File: src/rtl/bin2bcd_serial_pkg.sv
// Shared calculator package: BCD digit type, converter state encoding and default sizes.
// Imported by bin2bcd_serial and bcd_digit_adj.
package calc_pkg;

   typedef logic [3:0] bcd_digit_t;

   typedef enum logic [0:0] {
      ST_IDLE  = 1'b0,
      ST_SHIFT = 1'b1
   } state_e;

   localparam int DEF_WIDTH      = 14;
   localparam int DEF_DIGITS     = 4;
   localparam int DEF_SCR_DIGITS = DEF_DIGITS + 1;

endpackage

File: src/rtl/bin2bcd_serial_digit_adj.sv
// Single BCD digit correction cell for shift-and-add-3: digits of 5 or more get +3
// so the following left shift carries correctly into the next decimal digit.
module bcd_digit_adj
   import calc_pkg::*;
(
   input  bcd_digit_t d_i,
   output bcd_digit_t d_o
);

   assign d_o = (d_i >= 4'd5) ? d_i + 4'd3 : d_i;

endmodule

File: src/rtl/bin2bcd_serial.sv
// Serial binary-to-BCD converter, one input bit per clock, start/done handshake.
// Build option: define BIN2BCD_SATURATE_EN to clamp overflowing results to all nines.
module bin2bcd_serial
   import calc_pkg::*;
#(
   parameter int WIDTH  = DEF_WIDTH,
   parameter int DIGITS = DEF_DIGITS
) (
   input  logic                  clk,
   input  logic                  reset,
   input  logic [WIDTH-1:0]      bin_in,
   input  logic                  start,
   output logic                  ready,
   output logic                  busy,
   output logic                  done,
   output logic [4*DIGITS-1:0]   bcd_out,
   output logic                  overflow
);

   localparam int SCR_DIGITS = DIGITS + (DEF_SCR_DIGITS - DEF_DIGITS);
   localparam int SCR_W      = 4 * SCR_DIGITS;
   localparam int CNT_W      = $clog2(WIDTH + 1);

   localparam logic [0:0] S_IDLE  = ST_IDLE;
   localparam logic [0:0] S_SHIFT = ST_SHIFT;

   logic [0:0]          state_q, state_d;
   logic [WIDTH-1:0]    shift_q, shift_d;
   logic [SCR_W-1:0]    scratch_q, scratch_d;
   logic [CNT_W-1:0]    cnt_q, cnt_d;
   logic [4*DIGITS-1:0] bcd_q, bcd_d;
   logic                ovf_q, ovf_d;
   logic                done_q, done_d;

   logic [SCR_W-1:0]    scratch_adj;
   logic [SCR_W-1:0]    scratch_sh;
   logic                ovf_now;
   logic [4*DIGITS-1:0] result_now;

   for (genvar g = 0; g < SCR_DIGITS; g++) begin : g_adj
      bcd_digit_adj u_adj (
         .d_i (scratch_q[4*g +: 4]),
         .d_o (scratch_adj[4*g +: 4])
      );
   end

   // Add-3 happens before the shift within the same iteration.
   assign scratch_sh = {scratch_adj[SCR_W-2:0], shift_q[WIDTH-1]};
   assign ovf_now    = (scratch_sh[SCR_W-1 -: 4] != 4'd0);

`ifdef BIN2BCD_SATURATE_EN
   assign result_now = ovf_now ? {DIGITS{4'h9}} : scratch_sh[4*DIGITS-1:0];
`else
   assign result_now = scratch_sh[4*DIGITS-1:0];
`endif

   always_comb begin
      state_d   = state_q;
      shift_d   = shift_q;
      scratch_d = scratch_q;
      cnt_d     = cnt_q;
      bcd_d     = bcd_q;
      ovf_d     = ovf_q;
      done_d    = 1'b0;
      case (state_q)
         S_IDLE: begin
            if (start) begin
               shift_d   = bin_in;
               scratch_d = '0;
               cnt_d     = CNT_W'(WIDTH);
               state_d   = S_SHIFT;
            end
         end
         S_SHIFT: begin
            shift_d   = {shift_q[WIDTH-2:0], 1'b0};
            scratch_d = scratch_sh;
            cnt_d     = cnt_q - CNT_W'(1);
            if (cnt_q == CNT_W'(1)) begin
               bcd_d   = result_now;
               ovf_d   = ovf_now;
               done_d  = 1'b1;
               state_d = S_IDLE;
            end
         end
         default: state_d = S_IDLE;
      endcase
   end

   always_ff @(posedge clk) begin
      if (reset) begin
         state_q   <= S_IDLE;
         scratch_q <= '0;
         cnt_q     <= '0;
         bcd_q     <= '0;
         ovf_q     <= 1'b0;
         done_q    <= 1'b0;
      end else begin
         state_q   <= state_d;
         scratch_q <= scratch_d;
         cnt_q     <= cnt_d;
         bcd_q     <= bcd_d;
         ovf_q     <= ovf_d;
         done_q    <= done_d;
      end
   end

   // The operand shift register needs no reset: it is always loaded on start.
   always_ff @(posedge clk) begin
      shift_q <= shift_d;
   end

   assign ready    = (state_q == S_IDLE);
   assign busy     = (state_q == S_SHIFT);
   assign done     = done_q;
   assign bcd_out  = bcd_q;
   assign overflow = ovf_q;

endmodule
File: config.mk
export PLATFORM = sky130hd
export DESIGN_NAME = bin2bcd_serial
export DESIGN_NICKNAME = d
export VERILOG_FILES = /design/src/rtl/bin2bcd_serial_pkg.sv /design/src/rtl/bin2bcd_serial_digit_adj.sv /design/src/rtl/bin2bcd_serial.sv
export SDC_FILE = /design/constraint.sdc
export NUM_CORES = 1
export LEC_CHECK = 0
export ABC_CLOCK_PERIOD_IN_PS = 2350
export CAP_MARGIN = 20
export CORE_ASPECT_RATIO = 1.75
export CORE_MARGIN = 3
export CORE_UTILIZATION = 55
export DETAILED_ROUTE_END_ITERATION = 8
export PLACE_DENSITY = 0.77
export SYNTH_ARGS = -nofsm -noshare
export SYNTH_HDL_FRONTEND = slang
export SYNTH_SLANG_ARGS = --single-unit
File: constraint.sdc
create_clock -name clk -period 2.35 [get_ports clk]
set_input_delay 0.47 -clock clk [delete_from_list [all_inputs] [get_ports clk]]
set_output_delay 0.47 -clock clk [all_outputs]
set_load 0.05 [all_outputs]
==> flow_metrics.py <==
metrics = {
    "synthesis": {
        "yosys_register_bits": 57,
        "synth_edf_count": 14,
        "ys_seq_area_share_pct": 48.1,
        "syn_inst": 266,
        "avgSynthCellArea_um2": 10.0,
        "synthFlopType": "dfxtp_1",
        "synth_nets": 295,
        "async_reset_ff_share_pct": 0,
        "synth.distinct_cells": 32,
        "synth_warnings": 0,
        "syn_area_um2": 2660,
    },
    "min_path": {
        "hold_path.startpoint": "bcd_out[9]",
        "hold_path_depth": 2,
        "hp-class": "reg2reg",
    },
    "timing": {
        "finalClockSkew_ps": 7.06,
        "fmax_mhz": 511,
        "max-slew-margin-rel_pct": 62.9,
        "grt_setup_unrepaired": "false",
        "hold_viol_final": 0,
        "layout_min_cycle_time_ps": 1960,
        "tns_ps": 0,
        "tightestPinTransition_ps": 554,
        "setup_slack_ps": 393,
        "finalSetupViolations": 0,
        "finalHoldWorstSlack_ps": 491,
        "maxSlewViolCount": 0,
        "fin_crit_sh_pct": 83.3,
    },
    "detailed_routing": {
        "ant_nets": 0,
        "wl_met2_um": 2870,
        "routed_via_density": 5.67,
        "wl_per_cell_um": 15.1,
        "drc_errors": 0,
        "vias": 2051,
        "dr.pass1.iters": 4,
        "wl_met3_um": 267,
        "wirelength_um": 5460,
        "top_layer_used": "met4",
        "drt_iter0_markers": 40,
        "wl_met1_um": 2170,
    },
    "floorplanning": {
        "die_h_um": 98.1,
        "start_util_pct": 58.9,
        "pin_count": 37,
        "die_area_um2": 5750,
        "coreArea_um2": 4520,
        "die_x_um": 58.6,
        "num_rows": 32,
    },
    "global_route": {
        "antenna_found_initial": 0,
        "track_usage_pct": 21.2,
        "grt_pass1_wl_um": 9230,
        "grt_max_degree": 35,
        "grt-ovfl-total": 0,
        "first_global_vias": 2057,
    },
    "cells_and_area": {
        "drive_gt1_share_pct": 14.8,
        "stdcell_area_um2": 3270,
        "layout_common_cells": "43 x dfxtp_1, 34 x clkdlybuf4s50_1, 20 x inv_1",
        "mostFrequentLayoutCell": "dfxtp_1",
        "n_fill_cell": 344,
        "area_growth_pct": 22.9,
        "antenna_cells": 0,
        "nets": 335,
    },
    "worst_setup_path": {
        "crit_slowest_cell": "clkdlybuf4s50_1",
        "reg2reg_to": "bcd_out[5]",
        "critPathArrivalTime_ps": 1490,
        "endpoint": "bcd_out[1]",
        "cp.required_ps": 1880,
        "r2r-start": "busy",
        "crit_chain": "clkdlybuf4s50_1",
        "rrSetupSlack_ps": 620,
        "end_kind": "primary output",
        "worstSetupPathType": "reg2out",
        "cp-start-kind": "flop",
        "cp_num_cells": 1,
        "r2r_cells": 5,
        "critPathMaxFanout": 2,
        "crit_start": "bcd_out[1]",
        "crit_family": "buffers and inverters",
        "crit_buf_inv": 1,
        "cpPeakStageDelay_ps": 810,
    },
    "status": {
        "status": "finished, final reports clean",
    },
    "pwr": {
        "power_per_cell_area_nw_per_um2": 667,
        "finalPower_mw": 2.18,
        "power.leakage_nw": 1.14,
        "max-vdd-ir-drop_uv": 576,
    },
    "place": {
        "gp_congestion": 0.804,
        "place_hpwl_um": 3690,
        "dp_slack_ps": 357,
        "io_buffers": 36,
        "place_area_um2": 3080,
    },
    "cts": {
        "cts_resized": 0,
        "clockBufferDepth": 2,
        "cts_setup_buffers": 0,
        "cts.htree.levels": 3,
        "cts_tree": "built",
        "hold_buffers": 0,
        "clk_pin_slew_worst_paths_ps": 60,
        "cts-buffers-inserted": 9,
        "cts.sinks": 57,
        "cts-root-buf": "clkbuf_8",
        "clk_latency_ps": 330,
    },
    "job": {
        "drv_cap": 0,
    },
}
## logic make-up after synthesis
group | count (synthesis) | synth area share [%]
compound gates | 61 | 15.5
xor+xnor | 5 | 1.64
fa+ha+maj | 12 | 5.64
buf+inv | 33 | 5.26
flops | 57 | 48.1
mux | 21 | 8.88
simple gates | 77 | 15.0
## flip-flops by register name, summed over array words and instances (netlist names)
| name | flops |
|---|---|
| bcd_out | 16 |
| cnt_q | 4 |
| busy | 1 |
| done | 1 |
| shift_q | 14 |
| overflow | 1 |
| scratch_q | 20 |
## worst register-to-register path: stages (launching register included)
cell and delay, ps:
dfxtp_1 520, nand2_1 150, nor3_4 120, buf_4 320
nand2b_1 310, o22ai_1 240
## routing by layer
metal,vias up,global-route usage [%]
li1,1026,-
met3,16,8.86
met1,959,22.3
met4,0,10.5
met5,-,0
met2,50,35.1
## area by class of cell
class                           count  area (µm²)  area share, %
Inverter                           20        75.1           2.29
Tap cell                           51        63.8           1.95
Multi-Input combinational cell    176        1240           37.9
Clock buffer                       13         159           4.85
Clock inverter                      3        40.0           1.22
Sequential cell                    57        1280           39.1
Timing Repair Buffer               42         413           12.6
## through the flow
stage,cells,utilization [%]
6_report,362,72.4
2_1_floorplan,266,-
4_1_cts,362,72.4
5_1_grt,362,72.4
3_5_place_dp,346,68.0
3_3_place_gp,346,68.0
## power breakdown
group	switching (mW)	internal (mW)	total, mW	leakage (nW)
logic	0.102	0.0894	0.192	0.544
clock network	0.374	0.545	0.919	0.103
registers	0.0229	1.05	1.07	0.489
total	0.500	1.69	2.18	1.14
## cells in the mapped netlist (all sizes together), types with 2 or more instances
master	instances	area [µm²]
dfxtp	43	861
inv	20	75.1
nor2	19	71.3
mux2	18	206
a21oi	16	80.1
nand2b	15	93.8
edfxtp	14	420
o21ai	13	65.1
ha	12	150
nor3	12	71.3
nand2	11	41.3
o32ai	10	87.6
buf	8	46.3
o22ai	8	50.1
a311oi	6	52.6
clkbuf	5	18.8
nand3	5	25.0
xnor2	5	43.8
a211oi	4	40.0
and2	4	25.0
or3	4	25.0
mux2i	3	30.0
nor2b	3	18.8
nor3b	3	22.5
o21ba	2	20.0
## how the worst min path moves through the flow
stage                    endpoint  slack [ps]
finish                 bcd_out[9]         490
detailed placement     bcd_out[5]         480
CTS                    bcd_out[9]         490
global placement      bcd_out[10]         470
floorplan           scratch_q[19]         460
global route           bcd_out[5]         520
Power figures use the tool's default switching activity.
